**src/rtl/frame_axi_waddr_pkg.sv**
```systemverilog
// Shared definitions for the frame write-address generator: burst size,
// data buffer geometry, FSM state encoding and the burst address helper.
package frame_axi_waddr_pkg;

   // Words per DRAM write burst.
   localparam int unsigned WORD_SIZE  = 64;
   // Data buffer depth in words, with pointer and count widths.
   localparam int unsigned FIFO_DEPTH = 128;
   localparam int unsigned FIFO_AW    = 7;
   localparam int unsigned CNT_W      = 8;

   localparam logic [CNT_W-1:0] FIFO_FULL   = 8'd128;
   localparam logic [31:0]      BURST_WORDS = 32'(WORD_SIZE);
   localparam logic [15:0]      BURST_PEND  = 16'(WORD_SIZE);
   localparam logic [11:0]      X_STEP      = 12'(WORD_SIZE);

   typedef enum logic [2:0] {
      S_IDLE       = 3'd0,
      S_FILL       = 3'd1,
      S_ISSUE_IDLE = 3'd2,
      S_ISSUE      = 3'd3,
      S_ISSUE_WAIT = 3'd4,
      S_DONE       = 3'd5
   } state_t;

   // Byte address of the burst starting at pixel (x, y); wraps modulo 2^32.
   function automatic logic [31:0] burst_addr(input logic [31:0] base,
                                              input logic [11:0] x,
                                              input logic [11:0] y,
                                              input logic [11:0] xsize);
      logic [31:0] line_pix;
      line_pix   = {20'd0, y} * {20'd0, xsize};
      burst_addr = base + ({20'd0, x} << 2) + (line_pix << 2);
   endfunction

endpackage

```
**src/rtl/frame_wr_fifo.sv**
```systemverilog
// 32 x 128 first-word-fall-through data buffer with an occupancy count.
// Pushes into a full buffer and pops from an empty one are dropped, so the
// pointers can never overrun or underflow.
module frame_wr_fifo
   import frame_axi_waddr_pkg::*;
#(
   parameter int unsigned WIDTH = 32
) (
   input  logic             clk,
   input  logic             rst_n,
   input  logic             push,
   input  logic [WIDTH-1:0] din,
   input  logic             pop,
   output logic [WIDTH-1:0] dout,
   output logic [CNT_W-1:0] count
);

   logic [WIDTH-1:0]   mem_r [FIFO_DEPTH];
   logic [FIFO_AW-1:0] wr_ptr_r;
   logic [FIFO_AW-1:0] rd_ptr_r;
   logic [CNT_W-1:0]   count_r;
   logic               push_ok_s;
   logic               pop_ok_s;

   // Qualify push/pop against the current occupancy.
   always_comb begin
      push_ok_s = push && (count_r != FIFO_FULL);
      pop_ok_s  = pop && (count_r != 8'd0);
   end

   // Storage array; contents need no reset because count gates every read.
   always_ff @(posedge clk) begin
      if (push_ok_s) begin
         mem_r[wr_ptr_r] <= din;
      end
   end

   // Pointers and occupancy; push and pop together leave the count unchanged.
   always_ff @(posedge clk) begin
      if (!rst_n) begin
         wr_ptr_r <= 7'd0;
         rd_ptr_r <= 7'd0;
         count_r  <= 8'd0;
      end else begin
         if (push_ok_s) begin
            wr_ptr_r <= wr_ptr_r + 7'd1;
         end
         if (pop_ok_s) begin
            rd_ptr_r <= rd_ptr_r + 7'd1;
         end
         case ({push_ok_s, pop_ok_s})
            2'b10:   count_r <= count_r + 8'd1;
            2'b01:   count_r <= count_r - 8'd1;
            default: count_r <= count_r;
         endcase
      end
   end

   assign dout  = mem_r[rd_ptr_r];
   assign count = count_r;

endmodule

```
**src/rtl/frame_axi_waddr.sv**
```systemverilog
// Frame capture write-address generator. Pixels are buffered in a 128-word
// FIFO; each time 64 uncommanded words are available a 64-word write burst
// is requested at the next raster address of the frame.
// Optional feature: define FRAME_WR_DBUF_EN to alternate the frame base
// between BASE_ADDR and BASE_ADDR + one frame size on every completed frame.
module frame_axi_waddr
   import frame_axi_waddr_pkg::*;
#(
   parameter logic [11:0] X_SIZE    = 12'd256,
   parameter logic [11:0] Y_SIZE    = 12'd256,
   parameter logic [31:0] BASE_ADDR = 32'h0
) (
   input  logic        clk,
   input  logic        rst_n,
   input  logic        frame_start,
   input  logic        pix_valid,
   input  logic [31:0] pix_data,
   output logic        pix_ready,
   input  logic        busy,
   output logic        kick,
   output logic [31:0] write_addr,
   output logic [31:0] write_num,
   input  logic        wdata_rd,
   output logic [31:0] wdata,
   output logic        frame_done,
   output logic        sync_err
);

   localparam logic [31:0] TOTAL_PIX   = {20'd0, X_SIZE} * {20'd0, Y_SIZE};
   localparam logic [31:0] FRAME_BYTES = TOTAL_PIX << 2;

   state_t             state_r;
   logic [11:0]        x_cnt_r;
   logic [11:0]        y_cnt_r;
   logic [31:0]        acc_r;
   logic [15:0]        pend_r;
   logic [CNT_W-1:0]   fifo_count_s;
   logic               push_s;
   logic               pop_s;
   logic [CNT_W:0]     count_next_s;
   logic [31:0]        acc_next_s;
   logic [15:0]        pend_next_s;
   logic               idle_next_s;
   logic               ready_next_s;
   logic [31:0]        base_s;

   frame_wr_fifo #(
      .WIDTH (32)
   ) u_fifo (
      .clk   (clk),
      .rst_n (rst_n),
      .push  (push_s),
      .din   (pix_data),
      .pop   (wdata_rd),
      .dout  (wdata),
      .count (fifo_count_s)
   );

   assign write_num = BURST_WORDS;

`ifdef FRAME_WR_DBUF_EN
   logic bank_r;

   // Frame bank flips once per completed frame.
   always_ff @(posedge clk) begin
      if (!rst_n) begin
         bank_r <= 1'b0;
      end else if (state_r == S_DONE) begin
         bank_r <= ~bank_r;
      end else begin
         bank_r <= bank_r;
      end
   end

   // Select the base address of the bank currently being written.
   always_comb begin
      if (bank_r) begin
         base_s = BASE_ADDR + FRAME_BYTES;
      end else begin
         base_s = BASE_ADDR;
      end
   end
`else
   assign base_s = BASE_ADDR;
`endif

   // Next-cycle predictions so pix_ready can be a register yet never overfill.
   always_comb begin
      push_s       = pix_valid && pix_ready;
      pop_s        = wdata_rd && (fifo_count_s != 8'd0);
      count_next_s = {1'b0, fifo_count_s} + {8'd0, push_s} - {8'd0, pop_s};
      if ((state_r == S_IDLE) && frame_start) begin
         acc_next_s  = 32'd0;
         pend_next_s = 16'd0;
      end else if (state_r == S_ISSUE) begin
         acc_next_s  = acc_r + {31'd0, push_s};
         pend_next_s = pend_r + {15'd0, push_s} - BURST_PEND;
      end else begin
         acc_next_s  = acc_r + {31'd0, push_s};
         pend_next_s = pend_r + {15'd0, push_s};
      end
      if (((state_r == S_IDLE) && !frame_start) || (state_r == S_DONE)) begin
         idle_next_s = 1'b1;
      end else begin
         idle_next_s = 1'b0;
      end
      ready_next_s = !idle_next_s && (count_next_s < {1'b0, FIFO_FULL})
                     && (acc_next_s < TOTAL_PIX);
   end

   // Frame FSM with registered kick, address, ready, done and error outputs.
   always_ff @(posedge clk) begin
      if (!rst_n) begin
         state_r    <= S_IDLE;
         x_cnt_r    <= 12'd0;
         y_cnt_r    <= 12'd0;
         acc_r      <= 32'd0;
         pend_r     <= 16'd0;
         kick       <= 1'b0;
         write_addr <= 32'd0;
         pix_ready  <= 1'b0;
         frame_done <= 1'b0;
         sync_err   <= 1'b0;
      end else begin
         acc_r      <= acc_next_s;
         pend_r     <= pend_next_s;
         pix_ready  <= ready_next_s;
         frame_done <= 1'b0;
         if (frame_start && (state_r != S_IDLE)) begin
            sync_err <= 1'b1;
         end
         case (state_r)
            S_IDLE: begin
               if (frame_start) begin
                  state_r <= S_FILL;
                  x_cnt_r <= 12'd0;
                  y_cnt_r <= 12'd0;
               end
            end
            S_FILL: begin
               if (pend_r >= BURST_PEND) begin
                  state_r <= S_ISSUE_IDLE;
               end
            end
            S_ISSUE_IDLE: begin
               write_addr <= burst_addr(base_s, x_cnt_r, y_cnt_r, X_SIZE);
               if (!busy) begin
                  state_r <= S_ISSUE;
                  kick    <= 1'b1;
               end
            end
            S_ISSUE: begin
               state_r <= S_ISSUE_WAIT;
               if (x_cnt_r == (X_SIZE - X_STEP)) begin
                  x_cnt_r <= 12'd0;
                  y_cnt_r <= y_cnt_r + 12'd1;
               end else begin
                  x_cnt_r <= x_cnt_r + X_STEP;
               end
            end
            S_ISSUE_WAIT: begin
               if (busy) begin
                  kick <= 1'b0;
                  if (y_cnt_r == Y_SIZE) begin
                     state_r    <= S_DONE;
                     frame_done <= 1'b1;
                  end else begin
                     state_r <= S_FILL;
                  end
               end
            end
            S_DONE: begin
               state_r <= S_IDLE;
            end
            default: begin
               state_r <= S_IDLE;
               kick    <= 1'b0;
            end
         endcase
      end
   end

endmodule

```
**config.mk**
```make
export PLATFORM = sky130hd
export DESIGN_NAME = frame_axi_waddr
export DESIGN_NICKNAME = d
export VERILOG_FILES = /design/src/rtl/frame_axi_waddr_pkg.sv /design/src/rtl/frame_wr_fifo.sv /design/src/rtl/frame_axi_waddr.sv
export SDC_FILE = /design/constraint.sdc
export NUM_CORES = 2
export LEC_CHECK = 0
export CAP_MARGIN = 0
export CORE_ASPECT_RATIO = 0.6
export CORE_MARGIN = 5
export CORE_UTILIZATION = 63
export CTS_CLUSTER_SIZE = 8
export DETAILED_ROUTE_END_ITERATION = 10
export PLACE_DENSITY = 0.8
export SLEW_MARGIN = 20
export SYNTH_ARGS = -nofsm -noshare
export SYNTH_HDL_FRONTEND = slang
export SYNTH_SLANG_ARGS = --single-unit
```
**constraint.sdc**
```tcl
create_clock -name clk -period 4.71 [get_ports clk]
set_input_delay 0.942 -clock clk [delete_from_list [all_inputs] [get_ports clk]]
set_output_delay 0.942 -clock clk [all_outputs]
set_load 0.01 [all_outputs]
```
After elaboration in Yosys (flattened, before gate mapping)
Memories as Yosys holds them, arrays and structs flattened. A register that Yosys moved wholly into a read port is not among the register bits.
Index checks and enable logic that the tools add are counted.

storage, ports and cells
  memory bits (writable) = 4,096
  logic and storage cells = 92
  bits of input ports = 38
  memories kept = 1
  register bits = 133
  output and inout port bits = 100

operators by class
  reductions and logical operators = 23
  order comparisons = 3
  add/subtract/negate cells = 12
  multiplexer cells = 23
  bitwise logic cells = 2
  eq/ne operators = 15

memory list
  name          words  bits a word  read ports  clocked after memory_dff  write ports  RTL line             RTL
  u_fifo.mem_r  128    32           1           1                         1            frame_wr_fifo.sv:18  logic [WIDTH-1:0] mem_r [FIFO_DEPTH];

operators by type and width
  kind                   number
  $pmux 12 s2            2
  $mux 12                3
  $add 32x1->32          1
  $lt 32x17->1 const B   1
  $mux 32                1
  $add 14x22->23         1
  $add 16x1->16          1
  $ge 16x7->1 const B    1
  $mux 16                1
  $pmux 8 s2             1
  $sub 16x7->16 const B  1
  $mux 3                 5
  $pmux 3 s5             1
  $add 7x1->7 const B    2
  $mux 7                 2
  $add 12x1->12 const B  1
  $add 12x7->12 const B  1
  $eq 12x8->1 const B    1
  $eq 12x9->1 const B    1
  $add 8x1->9            1
  $lt 9x8->1 const B     1
  $reduce_and 3->1       3
  $sub 9x1->9            1
  $add 8x1->8 const B    1
  23 further kinds       43

Depth between registers and ports, before layout
  depth after elaboration = 7
  mapped depth = 16

Modules after synthesis
From an unflattened synthesis, not the netlist that was laid out.

unflattened totals
  cells, all modules = 6,773
  area, all modules = 162,259.4 um^2

modules (own cells, without submodules)
  module           cells each  times used  area each (um^2)  sequential area each (um^2)
  frame_wr_fifo    6,125       1           157,035.6         123,578.5
  frame_axi_waddr  648         1           5,223.8           1,761.7

Worst setup path before layout
No wires, ideal clock.

  path type = input -> register
  start = input pix_valid
  end = memory u_fifo.mem_r[107][0] (enable)
  setup time = 421 ps
  path slack = 570 ps
  stages = 7
  path buffers = 1
  arrival time = 3,719 ps
  required time = 4,289 ps
  cells stage by stage = and2_1 a21boi_1 inv_1 nor2_1 nand3_1 clkbuf_1 nor2_1

on the way
  longest elaborated chain between the ends = 4

RTL lines
  item                          RTL line               RTL
  start: declaration            frame_axi_waddr.sv:16  input logic pix_valid,
  $logic_and 1x1->1             frame_axi_waddr.sv:89  push_s = pix_valid && pix_ready;
  $logic_and 1x1->1             frame_wr_fifo.sv:27    push_ok_s = push && (count_r != FIFO_FULL);
  $mux 1                        frame_wr_fifo.sv:33    if (push_ok_s) begin
  $mux 1 (implied by the code)  frame_wr_fifo.sv:34    mem_r[wr_ptr_r] <= din;
  end: declaration              frame_wr_fifo.sv:18

No other way between the ends.

==> summary.txt <==
Min path
  – Hold path cells: 2
  – Worst Hold Class: reg2reg

Synthesis
  – Synth warn: 0
  – Post-synth EDFFs: between 4000 and 5000
  – Post-synth top flop: edfxtp_1
  – Mapped Cells: 7262
  – Average cell area after synthesis: about 22 sq um
  – Ys async rst share: 0
  – #FFs+latches synth: 4213
  – Area of the mapped netlist: 163000 sq um
  – Synth unique cells: between 60 and 70
  – Sequential share of the synthesized area: 0.771

Setup path
  – Crit start category: flip-flop
  – Critical path, cell by cell: buf_12, buf_8, buf_16, buf_4, mux4_2, nor2b_1, a211oi_1, a2111oi_4, or4_4, buf_6
  – Largest stage delay, worst path: between 800 and 900 ps
  – Crit path arrival time: 4460 ps
  – Worst path required time: roughly 3800 ps
  – Maximum fanout along the worst path: 12
  – R2R cell count: 16
  – Slowest cell on crit path: a211oi_1
  – Worst setup EP type: output pin
  – WS Path Type: reg2out

Final layout
  – Final Cell Area: between 150000 and 200000 sq um
  – Filler instances: 12000
  – Syn-to-layout area delta: 20.1%
  – Layout cell share with drive strength beyond 1: 0.368
  – # nets final: between 8000 and 9000

Clocking
  – CTS Sinks: 4213
  – # H-tree levels: 6
  – Worst-Skew Late Latency: around 950 ps
  – CTS tree: built
  – CTS clk-pin slew, worst paths: ~50 ps
  – Clk root buf: clkbuf_16
  – Maximum clock insertion buffer count: 4
  – TritonCTS buffer count: 600

Global route
  – Vias in the first global route: just over 90000
  – Initial antenna violation count: 67
  – Total track usage: 0.409
  – Global-route wire length before repair: between 700000 and 800000 um
  – Remaining global-route overflow: 0
  – Largest net degree at the start of global routing: around 100

Place
  – Routability Congestion: approximately 0.87
  – Detail Placement HPWL: between 200000 and 300000 um
  – Port buffer count: 88
  – Placed cell areas: ~170000 sq um

Detailed routing
  – Detailed Routing Iterations Pass 1: 6
  – Drt via density: 7.99
  – Drc violations: 0
  – WL/cell: 47.5 um
  – Post-Route WL: ~570000 um
  – 1st-iter DRT viols: between 20000 and 25000
  – Vias: 95500
  – Final ANT Viol Nets: 0

Timing
  – Final Hold Fails: 0
  – Setup_tns: -18360 ps
  – Worst-margin pin slew: between 1000 and 1500 ps
  – Final worst slack: -690 ps
  – Final period utilization: 1.15
  – Clk_skew: approximately 48 ps
  – Fmax: between 150 and 200 MHz
  – RSZ-0062 raised after global routing: yes
  – Max transition margin: 0.132
  – Final setup violation count: 32
  – Final Slew Violations: 0
  – WHS: 456 ps
  – Minimum clock period: 5400 ps

Pwr
  – Leakage Power: approximately 61 nW
  – Maximum vdd drop: ~360 uV
  – P per Cell Area: a little under 500 nW/um^2

Floorplanning
  – Die area: around 270000 sq um
  – I/O pin count: about 140
  – Die Width: about 670 um
  – Core area: 257000 sq um
  – Row count: between 100 and 150
  – Die Y-Extent: slightly above 400 um
  – Initial Utilization: 0.633

Outcome
  – Failing checks: negative setup slack
  – Outcome: complete, but fails checks

Flow run
  – # Max-Cap Violations: 0
Yosys cell counts, types with 5 or more instances:
cell type	n	area, sq um
mux4_2	1152	25900
nand3b_1	5	37.5
and2_1	7	43.8
nor2b_1	78	488
nand3_1	41	205
edfxtp_1	4096	123000
nor3_1	9	45.0
nor2_1	245	920
buf_2	112	561
buf_1	51	191
and4_1	7	61.3
a2111oi_0	66	578
xor2_1	47	412
mux2i_1	136	1360
o22ai_1	64	400
a21oi_1	35	175
o21ai_0	82	410
or3_1	11	68.8
ha_1	33	413
xnor2_1	37	324
nand4_1	19	119
a211oi_1	73	548
clkbuf_1	214	803
nand2_1	135	507
mux2_2	65	732
inv_1	154	578
buf_4	50	375
or4_1	33	248
dfxtp_1	117	2340
and3_1	20	125
worst max-delay path, delay by kind of cell (launching register included):
| kind | cells | cell delay [ps] |
|---|---|---|
| AOI/OAI and AO/OA | 2 | 1130 |
| buffers and inverters | 5 | 780 |
| and+or+nand+nor | 2 | 680 |
| muxes | 1 | 500 |
| DFF | 1 | 410 |
placed cells by master (no fill, tap or decap), drive strengths merged, types with 6 or more instances in the layout:
| cell type | instances |
|---|---|
| xnor2 | 37 |
| xor2 | 47 |
| mux2i | 136 |
| diode | 23 |
| edfxtp | 4096 |
| or3 | 12 |
| nand3 | 44 |
| inv | 169 |
| a211oi | 73 |
| nor2b | 78 |
| clkbuf | 683 |
| buf | 863 |
| mux2 | 65 |
| and2 | 8 |
| clkinv | 11 |
| nor3 | 9 |
| mux4 | 1152 |
| a21oi | 35 |
| nand4 | 19 |
| bufbuf | 8 |
| ha | 33 |
| a2111oi | 67 |
| o22ai | 64 |
| and3 | 20 |
| and4 | 8 |
| conb | 49 |
| o21ai | 83 |
| clkdlybuf4s50 | 24 |
| dfxtp | 117 |
| nor4 | 6 |
| or4 | 33 |
| nand2 | 135 |
| nor2 | 245 |
registers in the layout (all words and copies together), names as in the netlist, named ones only:
signal	flops
pend_r	16
frame_done	1
x_cnt_r	6
u_fifo.mem_r	4096
pix_ready	1
y_cnt_r	12
sync_err	1
u_fifo.wr_ptr_r	7
kick	1
u_fifo.count	8
u_fifo.rd_ptr_r	7
state_r	3
write_addr	15
acc_r	32
power by group:
| part | total [mW] | internal [mW] | switching (mW) |
|---|---|---|---|
| combinational | 14.7 | 7.00 | 7.67 |
| clock | 39.7 | 23.1 | 16.6 |
| sequential | 41.4 | 41.3 | 0.156 |
logic make-up (layout without fill, tap and decap cells):
family                     Yosys count  count (layout)  synth area share
other                                2              72         0.0000462
buffers and inverters              582            1764            0.0155
DFF                               4213            4213             0.771
and+or+nand+nor                    644             644            0.0195
muxes                             1353            1353             0.172
AOI/OAI and AO/OA                  349             349            0.0144
xor gates and xnor gates            84              84           0.00452
adders and majority gates           35              35           0.00279
worst paths after layout:
| path | start | endpoint | slack (ps) |
|---|---|---|---|
| max | flip-flop | wdata[10] | -690 |
| min | write_addr[22] | write_addr[22] | 460 |
| max reg2reg | u_fifo.count[4] | u_fifo.count[7] | 630 |
| min reg2reg | write_addr[22] | write_addr[22] | 460 |
final cells by class:
class	count	area, sq um	area share
Sequential cell	4213	125000	0.642
Multi-Input combinational cell	2514	37300	0.191
Clock buffer	676	15600	0.0800
Timing Repair Buffer	903	11600	0.0595
Tap cell	3431	4290	0.0220
Inverter	154	644	0.00330
Clock inverter	31	364	0.00187
Antenna cell	23	57.6	0.000295
through the flow:
step	power (mW)	instances	worst slack, ps	utilization
final	95.8	11900	-690	0.760
after global routing	97.7	11900	-678	0.760
after CTS	93.8	11800	-555	0.756
after detailed placement	53.5	11000	-741	0.679
after global placement	53.1	11000	-979	0.679
after floorplan	49.1	7309	570	-
metal layers:
metal / track usage / part of all wire / vias to the layer above
li1: - / - / 32500
met1: 0.529 / 0.30 / 47500
met2: 0.611 / 0.45 / 12500
met3: 0.157 / 0.18 / 2820
met4: 0.220 / 0.078 / 62
met5: 0 / 0.00075 / -
timing repair:
item,in CTS,in global routing
pin swaps,54,33
gates resized for setup,577,99
endpoints found under the setup margin,32,32
setup buffers,119,78
gates cloned,32,4
hold buffers,0,0
(Power assumes the default switching activity.)
